## src/rtl/risc0_uart_fifo.sv

```systemverilog
// risc0_uart_fifo: buffered UART with runtime baud divisor, 16x RX oversampling and TX/RX FIFOs.
// Optional parity: define RISC0_UART_PARITY_EN to add PARITY_ODD and the rx_parity_err output.

module risc0_uart_fifo_buf #(
   parameter int WIDTH = 8,
   parameter int DEPTH = 16,
   parameter int LVL_W = $clog2(DEPTH + 1)
) (
   input  logic             clk,
   input  logic             rst,
   input  logic             push,
   input  logic [WIDTH-1:0] wdata,
   input  logic             pop,
   output logic [WIDTH-1:0] rdata,
   output logic             full,
   output logic             empty,
   output logic [LVL_W-1:0] level
);
   localparam int AW = (DEPTH > 1) ? $clog2(DEPTH) : 1;

   logic [WIDTH-1:0] mem [DEPTH];
   logic [AW-1:0]    wr_ptr;
   logic [AW-1:0]    rd_ptr;
   logic             push_ok;
   logic             pop_ok;

   // A full FIFO refuses a push even when a pop happens in the same cycle.
   assign full    = (level == LVL_W'(DEPTH));
   assign empty   = (level == '0);
   assign push_ok = push && !full;
   assign pop_ok  = pop && !empty;
   assign rdata   = empty ? '0 : mem[rd_ptr];

   // NOTE: the storage array is deliberately not reset; only pointers and level
   // carry state that matters, and a reset-free array can map onto RAM.
   always_ff @(posedge clk) begin
      if (push_ok) mem[wr_ptr] <= wdata;
   end

   always_ff @(posedge clk) begin
      if (rst) begin
         wr_ptr <= '0;
         rd_ptr <= '0;
         level  <= '0;
      end else begin
         if (push_ok) wr_ptr <= wr_ptr + 1'b1;
         if (pop_ok)  rd_ptr <= rd_ptr + 1'b1;
         if (push_ok && !pop_ok)      level <= level + 1'b1;
         else if (pop_ok && !push_ok) level <= level - 1'b1;
      end
   end
endmodule

module risc0_uart_fifo #(
   parameter int DIV_W      = 16,
   parameter int DATA_BITS  = 8,
   parameter int FIFO_DEPTH = 16,
`ifdef RISC0_UART_PARITY_EN
   parameter bit PARITY_ODD = 1'b0,
`endif
   parameter int LVL_W      = $clog2(FIFO_DEPTH + 1)
) (
   input  logic                 clk,
   input  logic                 rst,
   input  logic [DIV_W-1:0]     baud_div,
   input  logic [DATA_BITS-1:0] tx_data,
   input  logic                 tx_valid,
   output logic                 tx_ready,
   output logic [DATA_BITS-1:0] rx_data,
   output logic                 rx_valid,
   input  logic                 rx_ready,
   input  logic                 err_clr,
   output logic                 rx_frame_err,
   output logic                 rx_overrun,
`ifdef RISC0_UART_PARITY_EN
   output logic                 rx_parity_err,
`endif
   output logic [LVL_W-1:0]     tx_level,
   output logic [LVL_W-1:0]     rx_level,
   output logic                 uart_tx,
   input  logic                 uart_rx
);
   localparam int BIT_W = 3;

   typedef enum logic [2:0] {S_IDLE, S_START, S_DATA, S_PARITY, S_STOP, S_BREAK} state_t;

   logic [DIV_W-1:0] tick_cnt;
   logic             tick;

   assign tick = (tick_cnt >= baud_div);

   // NOTE: sequential state uses non-blocking assignments only, so every
   // register samples the pre-edge values regardless of block order.
   always_ff @(posedge clk) begin
      if (rst || tick) tick_cnt <= '0;
      else             tick_cnt <= tick_cnt + 1'b1;
   end

   // ---------------- TX path ----------------
   state_t               tx_state;
   logic [3:0]           tx_sub;
   logic [BIT_W-1:0]     tx_bit;
   logic [DATA_BITS-1:0] tx_shift;
   logic [DATA_BITS-1:0] tx_head;
   logic                 tx_full;
   logic                 tx_empty;
   logic                 tx_pop;
`ifdef RISC0_UART_PARITY_EN
   logic                 tx_par;
`endif

   assign tx_ready = !tx_full;

   risc0_uart_fifo_buf #(.WIDTH(DATA_BITS), .DEPTH(FIFO_DEPTH), .LVL_W(LVL_W)) u_tx_fifo (
      .clk   (clk),
      .rst   (rst),
      .push  (tx_valid),
      .wdata (tx_data),
      .pop   (tx_pop),
      .rdata (tx_head),
      .full  (tx_full),
      .empty (tx_empty),
      .level (tx_level)
   );

   // NOTE: every always_comb output gets a default first so no latch is inferred.
   always_comb begin
      tx_pop = 1'b0;
      if (tick && !tx_empty)
         tx_pop = (tx_state == S_IDLE) || (tx_state == S_STOP && tx_sub == 4'd15);
   end

   always_ff @(posedge clk) begin
      if (rst) begin
         tx_state <= S_IDLE;
         tx_sub   <= '0;
         tx_bit   <= '0;
         tx_shift <= '0;
         uart_tx  <= 1'b1;
`ifdef RISC0_UART_PARITY_EN
         tx_par   <= 1'b0;
`endif
      end else if (tx_pop) begin
         tx_state <= S_START;
         tx_sub   <= '0;
         tx_shift <= tx_head;
         uart_tx  <= 1'b0;
`ifdef RISC0_UART_PARITY_EN
         tx_par   <= PARITY_ODD ^ (^tx_head);
`endif
      end else if (tick) begin
         if (tx_sub != 4'd15) begin
            tx_sub <= tx_sub + 1'b1;
         end else begin
            tx_sub <= '0;
            case (tx_state)
               S_START: begin
                  tx_state <= S_DATA;
                  tx_bit   <= '0;
                  uart_tx  <= tx_shift[0];
               end
               S_DATA: begin
                  if (tx_bit == BIT_W'(DATA_BITS - 1)) begin
`ifdef RISC0_UART_PARITY_EN
                     tx_state <= S_PARITY;
                     uart_tx  <= tx_par;
`else
                     tx_state <= S_STOP;
                     uart_tx  <= 1'b1;
`endif
                  end else begin
                     tx_bit   <= tx_bit + 1'b1;
                     tx_shift <= tx_shift >> 1;
                     uart_tx  <= tx_shift[1];
                  end
               end
               S_PARITY: begin
                  tx_state <= S_STOP;
                  uart_tx  <= 1'b1;
               end
               default: begin
                  tx_state <= S_IDLE;
                  uart_tx  <= 1'b1;
               end
            endcase
         end
      end
   end

   // ---------------- RX path ----------------
   logic                 rx_meta;
   logic                 rx_sync;
   state_t               rx_state;
   logic [3:0]           rx_sub;
   logic [BIT_W-1:0]     rx_bit;
   logic [DATA_BITS-1:0] rx_shift;
   logic                 rx_mid;
   logic                 rx_push;
   logic                 rx_full;
   logic                 rx_empty;
   logic                 frame_set;
   logic                 overrun_set;
`ifdef RISC0_UART_PARITY_EN
   logic                 rx_par_bad;
   logic                 par_set;
`endif

   always_ff @(posedge clk) begin
      if (rst) begin
         rx_meta <= 1'b1;
         rx_sync <= 1'b1;
      end else begin
         rx_meta <= uart_rx;
         rx_sync <= rx_meta;
      end
   end

   // Start bit is re-sampled 8 ticks in; every later bit 16 ticks after that.
   always_comb begin
      rx_mid    = 1'b0;
      rx_push   = 1'b0;
      frame_set = 1'b0;
`ifdef RISC0_UART_PARITY_EN
      par_set   = 1'b0;
`endif
      if (tick) rx_mid = (rx_state == S_START) ? (rx_sub == 4'd7) : (rx_sub == 4'd15);
      if (rx_mid && rx_state == S_STOP) begin
`ifdef RISC0_UART_PARITY_EN
         if (rx_sync) rx_push = !rx_par_bad;
`else
         if (rx_sync) rx_push = 1'b1;
`endif
         else         frame_set = 1'b1;
      end
`ifdef RISC0_UART_PARITY_EN
      if (rx_mid && rx_state == S_PARITY) par_set = rx_sync ^ PARITY_ODD ^ (^rx_shift);
`endif
   end

   assign overrun_set = rx_push && rx_full;
   assign rx_valid    = !rx_empty;

   risc0_uart_fifo_buf #(.WIDTH(DATA_BITS), .DEPTH(FIFO_DEPTH), .LVL_W(LVL_W)) u_rx_fifo (
      .clk   (clk),
      .rst   (rst),
      .push  (rx_push),
      .wdata (rx_shift),
      .pop   (rx_ready),
      .rdata (rx_data),
      .full  (rx_full),
      .empty (rx_empty),
      .level (rx_level)
   );

   always_ff @(posedge clk) begin
      if (rst) begin
         rx_state   <= S_IDLE;
         rx_sub     <= '0;
         rx_bit     <= '0;
         rx_shift   <= '0;
`ifdef RISC0_UART_PARITY_EN
         rx_par_bad <= 1'b0;
`endif
      end else begin
         case (rx_state)
            S_IDLE: begin
               if (tick && !rx_sync) begin
                  rx_state <= S_START;
                  rx_sub   <= '0;
               end
            end
            S_BREAK: begin
               if (rx_sync) rx_state <= S_IDLE;
            end
            default: begin
               if (tick && !rx_mid) begin
                  rx_sub <= rx_sub + 1'b1;
               end else if (rx_mid) begin
                  rx_sub <= '0;
                  case (rx_state)
                     S_START: begin
                        if (rx_sync) rx_state <= S_IDLE;
                        else begin
                           rx_state <= S_DATA;
                           rx_bit   <= '0;
                        end
                     end
                     S_DATA: begin
                        rx_shift <= {rx_sync, rx_shift[DATA_BITS-1:1]};
                        if (rx_bit == BIT_W'(DATA_BITS - 1)) begin
`ifdef RISC0_UART_PARITY_EN
                           rx_state <= S_PARITY;
`else
                           rx_state <= S_STOP;
`endif
                        end else begin
                           rx_bit <= rx_bit + 1'b1;
                        end
                     end
                     S_PARITY: begin
`ifdef RISC0_UART_PARITY_EN
                        rx_par_bad <= par_set;
`endif
                        rx_state <= S_STOP;
                     end
                     S_STOP: rx_state <= rx_sync ? S_IDLE : S_BREAK;
                     default: rx_state <= S_IDLE;
                  endcase
               end
            end
         endcase
      end
   end

   // A new error event in the same cycle as err_clr keeps the flag set.
   always_ff @(posedge clk) begin
      if (rst) begin
         rx_frame_err  <= 1'b0;
         rx_overrun    <= 1'b0;
`ifdef RISC0_UART_PARITY_EN
         rx_parity_err <= 1'b0;
`endif
      end else begin
         rx_frame_err  <= frame_set   | (rx_frame_err  & !err_clr);
         rx_overrun    <= overrun_set | (rx_overrun    & !err_clr);
`ifdef RISC0_UART_PARITY_EN
         rx_parity_err <= par_set     | (rx_parity_err & !err_clr);
`endif
      end
   end
endmodule
```

## config.mk

```make
export PLATFORM = sky130hd
export DESIGN_NAME = risc0_uart_fifo
export DESIGN_NICKNAME = d
export VERILOG_FILES = /design/src/rtl/risc0_uart_fifo.sv
export SDC_FILE = /design/constraint.sdc
export NUM_CORES = 1
export LEC_CHECK = 0
export ABC_CLOCK_PERIOD_IN_PS = 3800
export BUFFER_PORTS_ARGS = -buffer_cell sky130_fd_sc_hd__buf_2
export CAP_MARGIN = 15
export CORE_MARGIN = 2
export CORE_UTILIZATION = 51
export CTS_CLUSTER_SIZE = 28
export DETAILED_ROUTE_END_ITERATION = 10
export GPL_TIMING_DRIVEN = 0
export PLACE_DENSITY = 0.68
export SLEW_MARGIN = 10
export SYNTH_ARGS = -nofsm -noshare
export SYNTH_HDL_FRONTEND = slang
export SYNTH_SLANG_ARGS = --single-unit
```

## constraint.sdc

```tcl
create_clock -name clk -period 3.8 [get_ports clk]
set_clock_uncertainty 0.15 [all_clocks]
set_input_delay 0.38 -clock clk [delete_from_list [all_inputs] [get_ports clk]]
set_output_delay 0.38 -clock clk [all_outputs]
set_load 0.1 [all_outputs]
```

Yosys cells after proc, flatten, opt, wreduce, memory -nomap -nowiden
Memories as Yosys holds them, arrays and structs flattened. A register that Yosys moved wholly into a read port is not among the register bits.
Cells that the tools add are included.
- bits in registers: 83
- memory bits (writable): 256
- input bits: 30
- output and inout port bits: 23
- memories: 2
- memories (name ; words ; width ; read ports ; clocked after memory_dff ; wr ports ; RTL line ; text):
    u_rx_fifo.mem ; 16 ; 8 ; 1 ; 1 ; 1 ; 21 ; logic [WIDTH-1:0] mem [DEPTH];
    u_tx_fifo.mem ; 16 ; 8 ; 1 ; 1 ; 1 ; 21 ;
- $add $sub $neg: 13
- magnitude comparators: 1
- equality and inequality tests: 28
- multiplexer cells: 55
- bitwise gates (word level): 9
- reduce and logical (&&, ||, !) cells: 50
- operators by type and width (kind ; number):
    $mux 8 ; 7
    $mux 4 ; 8
    $mux 3 ; 10
    $add 4x1->4 const B ; 6
    $mux 5 ; 4
    $mux 1 ; 18
    $pmux 3 s2 ; 3
    $add 16x1->16 const B ; 1
    $ge 16x16->1 ; 1
    $eq 3x3->1 const B ; 5
    $logic_and 1x1->1 ; 14
    $eq 3x2->1 const B ; 4
    $ne 2x2->1 const B ; 6
    $pmux 3 s4 ; 1
    $reduce_bool 2->1 ; 6
    $logic_not 1->1 ; 11
    $add 5x1->5 const B ; 2
    $eq 5x5->1 const B ; 2
    $logic_not 5->1 ; 2
    $reduce_and 5->1 ; 2
    $sub 5x1->5 const B ; 2
    $pmux 3 s3 ; 1
    $reduce_and 3->1 ; 3
    $eq 4x4->1 const B ; 2
    21 further kinds ; 35

Depth between registers and ports, before layout
Gate-level depths: netlist of run 1.
- depth after elaboration: 10
- gate-level depth with buffers: 18
- gate-level depth less buffers: 16

By module
A second synthesis of run 1 with hierarchy kept.
- cells, all modules: 1018
- area, all modules: 14928.1 um2
- modules (own cells, without submodules) (module ; instances ; cells an instance ; area each (um2) ; sequential area each (um2)):
    risc0_uart_fifo_buf ; 2 ; 316 ; 5879.4 ; 4184.0
    risc0_uart_fifo ; 1 ; 386 ; 3169.3 ; 1141.1

Worst setup path after synthesis of run 1
Ideal clock, no wire load.
- kind: flip-flop to flip-flop
- start point: register u_rx_fifo.level[0]
- end point: register u_rx_fifo.level[4]
- arrival: 4222 ps
- required time: 3522 ps
- setup slack: -700 ps
- cell stages (with the launch flop): 16
- path through: dfxtp_1 nor4_1 nand2b_1 clkbuf_1 and2_0 clkbuf_1 inv_1 ha_1 inv_1 ha_1 nor2b_1 o21a_1 or3_1 a21oi_1 xnor2_1 nor2_1
- cells in the longest elaborated chain, start to end: 6
- ends and longest elaborated chain (item ; RTL line ; text):
    from (decl) ; 17 ; output logic [LVL_W-1:0] level
    from (signal assigned) ; 48 ; if (push_ok && !pop_ok) level <= level + 1'b1;
    from (signal assigned) ; 49 ; else if (pop_ok && !push_ok) level <= level - 1'b1;
    $logic_not 5->1 (*) ; 29 ; assign empty = (level == '0);
    $logic_not 1->1 (*) ; -- ;
    named net rx_valid ; 70 ; output logic rx_valid,
    $logic_and 1x1->1 (*) ; 31 ; assign pop_ok = pop && !empty;
    $logic_not 1->1 ; 48 ;
    $logic_and 1x1->1 ; 48 ;
    $mux 5 / $reduce_bool 2->1 (equally long branches) ; -- ;
The timed path passes the listed nets; every way through them passes the cells marked *. The select of a mux whose other input is x is not followed.
A chain may end at the register's enable or synchronous reset.

Worst setup path in the final report of run 1
- start point: register tick_cnt[10]
- end point: register u_tx_fifo.level[4]
- cells in the longest elaborated chain, start to end: 7
- ends and longest elaborated chain (item ; RTL line ; text):
    from (decl) ; 87 ; logic [DIV_W-1:0] tick_cnt;
    from (signal assigned) ; 96 ; else tick_cnt <= tick_cnt + 1'b1;
    $ge 16x16->1 (*) ; 90 ; assign tick = (tick_cnt >= baud_div);
    $logic_and 1x1->1 (*) ; 129 ; if (tick && !tx_empty)
    $mux 1 (*) ; 129 ;
    $logic_and 1x1->1 (*) ; 31 ;
    $logic_not 1->1 ; 48 ;
    $logic_and 1x1->1 ; 48 ;
    $mux 5 / $reduce_bool 2->1 (equally long branches) ; -- ;
    to (signal assigned) ; 48 ;
    to (signal assigned) ; 49 ;
    to (decl) ; 17 ;
Mark *: on every way between the ends. The rest lies on a longest branch, timed or not.

==> summary.txt, run 1 <==
Outcome
  • Status: finished clean

Setup path
  • Crit-path slowest cell: dfxtp_4
  • CP Launch Type: register
  • WP buf/inv: 4
  • Worst path top cell family by delay: simple AND/OR/NAND/NOR gates
  • Critical Path RT: between 4000 and 5000 ps
  • Worst setup path class: reg2reg
  • Worst path cell trace: ha_4 > nand4_1 > or2_4 > a311o_1 > buf_6 > a31oi_4 > buf_6 > inv_1 > ha_4 > inv_2 > ha_1 > nor2b_1 > o21a_1 > or3_1 > a21oi_2 > xnor2_1 > nor2_1
  • CP Capture Type: register
  • CP Data Arrival Time: approximately 3900 ps
  • Maximum fanout along the worst path: 5
  • Max incr delay on CP: about 360 ps

CTS
  • CTS tree: yes
  • # clock sinks: about 350
  • CTS Buffer Depth: 3
  • CTS Buf Count: 37
  • Clock Latency Late Sink: just over 500 ps
  • Clock slew at reported path FFs: approximately 60 ps
  • Root Driver: clkbuf_16
  • # H-tree levels: 2

GRT
  • Total Routing Usage GR: 19.6%
  • Vias in the first global route: between 8,000 and 9,000
  • Global route overflow: 0
  • First-pass GRT wire length: between 40,000 and 50,000 um
  • Initial antenna violation count: 0
  • Largest net degree at the start of global routing: 19

Pwr
  • Static leakage: just over 6 nW
  • P per Cell Area: about 540 nW/um2
  • Total power draw: 9.09 mW
  • VDD IR max: approximately 0.44 mV

STA
  • Pins Over Slew Limit: 0
  • Max frequency: between 200 and 300 MHz
  • Final setup violation count: 0
  • Final hold vios: 0
  • Worst Hold Margin: 39.4 ps
  • Slew HR: around a third
  • Final period utilization: ~100%
  • Post-route minimum period: between 3000 and 4000 ps
  • Worst slew pin tran: just under 1000 ps

Logic synthesis
  • Top cell type's share of synthesized area: a little over half
  • Post-synthesis cell count: 957
  • Synthesized area: 14,600 um2
  • Yosys reg bits: approximately 350
  • Most used DFF post-synth: edfxtp_1
  • Synth cell types: 59
  • Synthesized area per cell: roughly 15 um2
  • Number of synthesized flops with an enable pin: 256
  • Synthesis Warnings: 0
  • Fraction of registers with async set/reset: 0%
  • Area leader, netlist: edfxtp_1
  • Dominant cells by area after synthesis: edfxtp_1 (52%), dfxtp_1 (12%), mux4_2 (12%)
  • Syn_nets: between 1,000 and 1,500
  • Seq/Total Area, Yosys: 64.9%

Drt
  • 1st-iter DRT viols: 597
  • DRT Pass-1 Iters: 5
  • DRT antenna net count: 0
  • Wire per inst: 19.6 um
  • Drt drc: 0
  • Via count: around 8,000
  • Vias per inst: approximately 5.6
  • Drt total wl: 28,900 um

Floorplan
  • Core box area: 28,500 um2
  • Initial Util: 51.5%
  • Die width: 173 um
  • Die Y: 173 um
  • Die Area: around 30,000 um2
  • Row Count: a little over 60
  • Boundary Pins: 53

Finish
  • Area Overhead vs Synth: 14.8%
  • Fraction of layout cells with a size suffix above 1: between 20% and 30%
  • ANT cells: 0
  • Final net count: about 1,100
  • Final core utilization: approximately three fifths

Placed design
  • HPWL after detailed placement: ~19,000 um
  • PortBufs: 52
  • RePlAce Congestion: approximately 0.81

Run
  • Max Cap Violations: 0

Hold path
  • Hold WC Path Type: in2reg
flip-flops by register name, summed over array words and instances (netlist names), 4 cells and up, named ones only:
signal	count
tx_shift	8
u_tx_fifo.level	5
rx_sub	4
u_rx_fifo.rd_ptr	4
u_rx_fifo.level	5
u_tx_fifo.mem	128
u_rx_fifo.wr_ptr	4
tx_sub	4
u_tx_fifo.rd_ptr	4
u_tx_fifo.wr_ptr	4
rx_shift	8
tick_cnt	16
u_rx_fifo.mem	128
metrics by stage:
| step | setup TNS (ps) | setup WS (ps) | cells | instance area [um2] |
|---|---|---|---|---|
| CTS | 0 | 10.3 | 1466 | 16700 |
| global route | -57.1 | -57.1 | 1470 | 16800 |
| detailed placement | -1500 | -637 | 1395 | 15400 |
| floorplan | -85.4 | -85.4 | 957 | 14700 |
| global placement | -4110 | -590 | 1393 | 15400 |
| finish | 0 | 103 | 1470 | 16800 |
cell families (layout without fill, tap and decap cells):
kind of cell,Yosys count,count (layout),synth area share (%)
DFF,347,347,64.9
and+or+nand+nor,254,254,8.72
muxes,97,97,13.5
AOI/OAI and AO/OA,96,96,4.70
buffers and inverters,88,217,2.47
adders and majority gates,44,44,3.86
xor gates and xnor gates,31,31,1.85
layer usage:
metal  part of all wire, %  GRT usage [%]  vias up
li1                      -              -     3865
met1                    43           26.5     4116
met2                    51           33.6      192
met3                   4.6           3.16       42
met4                   1.9           4.77        0
met5                     0              0        -
cell usage in the layout, fill, tap and decap left out, types with 4 or more instances in the layout:
cell | netlist | layout
nand2b_1 | 12 | 12
nor3_1 | 14 | 10
nand2_1 | 35 | 34
clkbuf_1 | 28 | 34
a221o_1 | 6 | 6
or3_1 | 5 | 5
nor3_2 | 0 | 4
inv_1 | 39 | 38
mux4_2 | 80 | 80
ha_4 | 0 | 5
dfxtp_1 | 91 | 78
xor2_1 | 17 | 17
nor2b_1 | 14 | 14
clkinv_1 | 0 | 4
edfxtp_1 | 256 | 256
nand3_1 | 16 | 16
dfxtp_2 | 0 | 12
mux2i_1 | 14 | 13
and3_1 | 18 | 18
nand4_1 | 12 | 12
clkbuf_16 | 0 | 40
o21ai_0 | 14 | 13
ha_1 | 42 | 37
xnor2_1 | 14 | 14
buf_2 | 9 | 62
and2_1 | 13 | 13
a21oi_1 | 39 | 38
clkinv_2 | 0 | 7
buf_4 | 3 | 10
and3b_1 | 7 | 7
buf_1 | 7 | 7
o21a_1 | 5 | 4
nor2_1 | 90 | 90
worst paths after layout:
check,to,slack [ps],start,depth (start not counted)
worst max-delay path,u_tx_fifo.level[4],100,tick_cnt[10],17
worst min-delay path,rx_overrun,40,err_clr,4
worst max register to register,u_tx_fifo.level[4],100,tick_cnt[10],17
worst min register to register,rx_sync,270,rx_meta,1
cell usage after synthesis (5+ instances only):
library cell  count
a21oi_1          39
a221o_1           6
and2_1           13
and3_1           18
and3b_1           7
buf_1             7
buf_2             9
clkbuf_1         28
dfxtp_1          91
edfxtp_1        256
ha_1             42
inv_1            39
mux2i_1          14
mux4_2           80
nand2_1          35
nand2b_1         12
nand3_1          16
nand4_1          12
nor2_1           90
nor2b_1          14
nor3_1           14
o21a_1            5
o21ai_0          14
or3_1             5
xnor2_1          14
xor2_1           17
report_power, final:
part	total (mW)	switching, mW	internal (mW)
clock network	3.52	1.41	2.12
registers	4.21	0.0700	4.14
logic	1.36	0.960	0.399
final cells by class:
| type | instances | area [um2] |
|---|---|---|
| Sequential cell | 347 | 9530 |
| Fill cell | 2214 | 11600 |
| Buffer | 47 | 211 |
| Multi-Input combinational cell | 522 | 4900 |
| Tap cell | 384 | 480 |
| Clock inverter | 17 | 140 |
| Clock buffer | 51 | 1070 |
| Inverter | 39 | 146 |
| Timing Repair Buffer | 63 | 347 |
timing repair:
action,4_1_cts,5_1_grt
setup buffers,4,4
pin swaps,3,4
endpoints found under the hold margin,1,0
resized for setup,10,12
hold buffers,1,0
setup endpoints to repair,3,2
worst min-delay path: cells and delay by family:
family	cells	cell delay [ps]
AOI/OAI and AO/OA	1	50
buffers and inverters	2	150
and+or+nand+nor	1	70
Note: power is estimated with default switching activity, not from simulation.
==> run 2, diff against run 1 <==
==> constraint.sdc (replaced) <==
create_clock -name clk -period 3.8 [get_ports clk]
set_clock_uncertainty 0.15 [all_clocks]
set_input_delay 0.38 -clock clk [delete_from_list [all_inputs] [get_ports clk]]
set_output_delay 0.38 -clock clk [all_outputs]
set_load 0.02 [all_outputs]
==> summary.txt, run 2 (same netlist as run 1, synthesis figures left out) <==
Outcome
  • Status: finished clean

Placed design
  • HPWL after detailed placement: 19,600 um (+0.96%)
  • DP Cell Count: 1,394 (-0.072%)
  • Post-Place Setup Slack: -615 ps (+22.3 ps)
  • Placed instance area: 15,400 um2 (-0.16%)
  • PortBufs: 52 (unchanged)
  • RePlAce Congestion: 0.770 (-4.5%)

STA
  • Pins Over Slew Limit: 0 (unchanged)
  • Worst Hold Margin: 35.5 ps (-3.91 ps)
  • Final hold vios: 0 (unchanged)
  • Final setup TNS: 0 ps (unchanged)
  • Max frequency: 274 MHz (+1.3%)
  • Final period utilization: 96.1% (-1.2 points)
  • Post-route minimum period: 3650 ps (-46.3 ps)
  • Final setup violation count: 0 (unchanged)
  • Worst slew pin tran: 876 ps (-113 ps)
  • Setup WS post-layout: 149 ps (+46.3 ps)
  • Slew HR: 41.5% (+7.6 points)

Pwr
  • Logic pwr share: 11.5% (-3.5 points)
  • Reg power frac: 48.0% (+1.7 points)
  • VDD IR max: 0.311 mV (-30%)
  • Internal Power: 6.64 mW (-0.11%)
  • Switch Pwr: 2.11 mW (-13%)
  • Total power draw: 8.76 mW (-3.7%)
  • Sw Share: 24.1% (-2.7 points)
  • P per Cell Area: 519 nW/um2 (-3.9%)
  • Static leakage: 6.13 nW (+0.24%)
  • Clock Power Share: 40.5% (+1.7 points)

CTS
  • CTS Buffer Depth: 3 (unchanged)
  • Clock Latency Late Sink: 520 ps (about the same)
  • CTS tree: yes
  • Clock slew at reported path FFs: 60 ps (about the same)
  • Root Driver: clkbuf_16
  • CTS Buf Count: 37 (unchanged)
  • # H-tree levels: 2 (unchanged)
  • # clock sinks: 347 (unchanged)

GRT
  • First-pass GRT wire length: 46,700 um (+1.9%)
  • Largest net degree at the start of global routing: 19 (unchanged)
  • Initial antenna violation count: 1 (+1)
  • Global route overflow: 0 (unchanged)
  • Vias in the first global route: 8,456 (+1.1%)
  • Total Routing Usage GR: 20.0% (+0.42 points)

Floorplan
  • Die Area: 30,100 um2 (unchanged)
  • Boundary Pins: 53 (unchanged)
  • Initial Util: 51.5% (unchanged)
  • Row Count: 62 (unchanged)
  • Die width: 173 um (unchanged)
  • Core box area: 28,500 um2 (unchanged)
  • Die Y: 173 um (unchanged)

Setup path
  • Critical Path RT: 4020 ps (about the same)
  • CP Data Arrival Time: 3870 ps (-40 ps)
  • Worst r2r dst: u_tx_fifo.level[4]
  • CP startpoint: tick_cnt[13]
  • FF-to-FF path depth: 17 (unchanged)
  • Worst setup path class: reg2reg
  • CP Launch Type: register
  • Reg-to-reg startpoint: tick_cnt[13]
  • R2R setup slack: 150 ps (+50 ps)
  • Maximum fanout along the worst path: 4 (-1)
  • CP Capture Type: register

Finish
  • Final core utilization: 59.2% (+0.14 points)
  • Final net count: 1,135 (+0.35%)
  • Fraction of layout cells with a size suffix above 1: 23.6% (+0.092 points)
  • Commonest cells after routing, fill and taps aside: edfxtp_1 (256), nor2_1 (90), dfxtp_1 (83)
  • Largest regs: u_rx_fifo.mem x128, u_tx_fifo.mem x128, tick_cnt x16
  • ANT cells: 0 (unchanged)
  • Most common cell after layout, fill and taps aside: edfxtp_1
  • Cell area after layout: 16,900 um2 (+0.23%)
  • Area Overhead vs Synth: 15.1%
  • Fin cells: 1,470 (unchanged)

Hold path
  • Worst Hold Path Cells: 4 (unchanged)
  • WHS Endpoint: rx_frame_err
  • Hold WC Path Type: in2reg
  • Hold Startpoint: err_clr

Drt
  • Via count: 8,203 (-0.15%)
  • DRT Pass-1 Iters: 5 (unchanged)
  • Vias per inst: 5.58 (-0.15%)
  • Wire per inst: 19.9 um (+1.2%)
  • Drt drc: 0 (unchanged)
  • 1st-iter DRT viols: 608 (+1.8%)
  • Drt total wl: 29,200 um (+1.2%)
  • DRT antenna net count: 0 (unchanged)

Run
  • Max Cap Violations: 0 (unchanged)
run 2: cell types whose count changed in the layout (fill, tap and decap cells not counted), sizes merged:
cell | before | now
clkbuf | 78 | 73
clkinv | 12 | 13
buf | 82 | 85
bufinv | 2 | 3
run 2: timing repair:
item,4_1_cts,5_1_grt
hold buffers,1,0
gates resized for setup,13,20
hold endpoints to repair,1,0
endpoints found under the setup margin,3,2
pin swaps,4,7
buffers inserted,6,5
gates cloned,0,0
run 2: layout make-up:
type / count / area, um2
fillers: 2195 / 11600
flip-flops and latches: 347 / 9520
multi-input cells: 522 / 4910
clock buffers: 45 / 1020
well taps: 384 / 480
repair buffers: 65 / 370
plain buffers: 49 / 233
clock inverters: 19 / 181
inverters: 39 / 146
run 2: routing by layer:
metal  routed length (um)  track usage (%)
met1                12600             26.0
met2                14800             35.3
met3                 1040             2.68
met4                  706             6.00
met5                   13                0
run 2: power by group through the flow:
stage                     Clock [mW]  Sequential [mW]  Combinational (mW)
final                           3.55             4.20                1.01
after global routing            3.76             4.21                1.13
after CTS                       3.60             4.20                1.02
after detailed placement           0             4.28               0.995
after global placement             0             4.27               0.969
after floorplan                    0             4.30               0.667
run 2: worst max-delay path, cell delays in order (launching register included):
cell and delay, ps:
dfxtp_2 350, ha_1 290, nand4_1 130, buf_4 130
nor2_1 60, a311oi_4 460, a31oi_4 150, buf_6 140
inv_1 80, ha_2 230, inv_2 60, ha_1 300
nor2b_1 150, o21a_1 170, or3_1 320, a21oi_2 140
xnor2_1 130, nor2_1 50
run 2: worst max path at each step:
stage | to | slack [ps] | cells past startpoint
6_report | u_tx_fifo.level[4] | 150 | 17
2_1_floorplan | u_rx_fifo.level[4] | 3 | 17
3_3_place_gp | u_rx_fifo.level[4] | -550 | 18
4_1_cts | u_tx_fifo.level[4] | 30 | 17
3_5_place_dp | u_rx_fifo.level[4] | -620 | 18
5_1_grt | u_tx_fifo.level[4] | -5 | 17
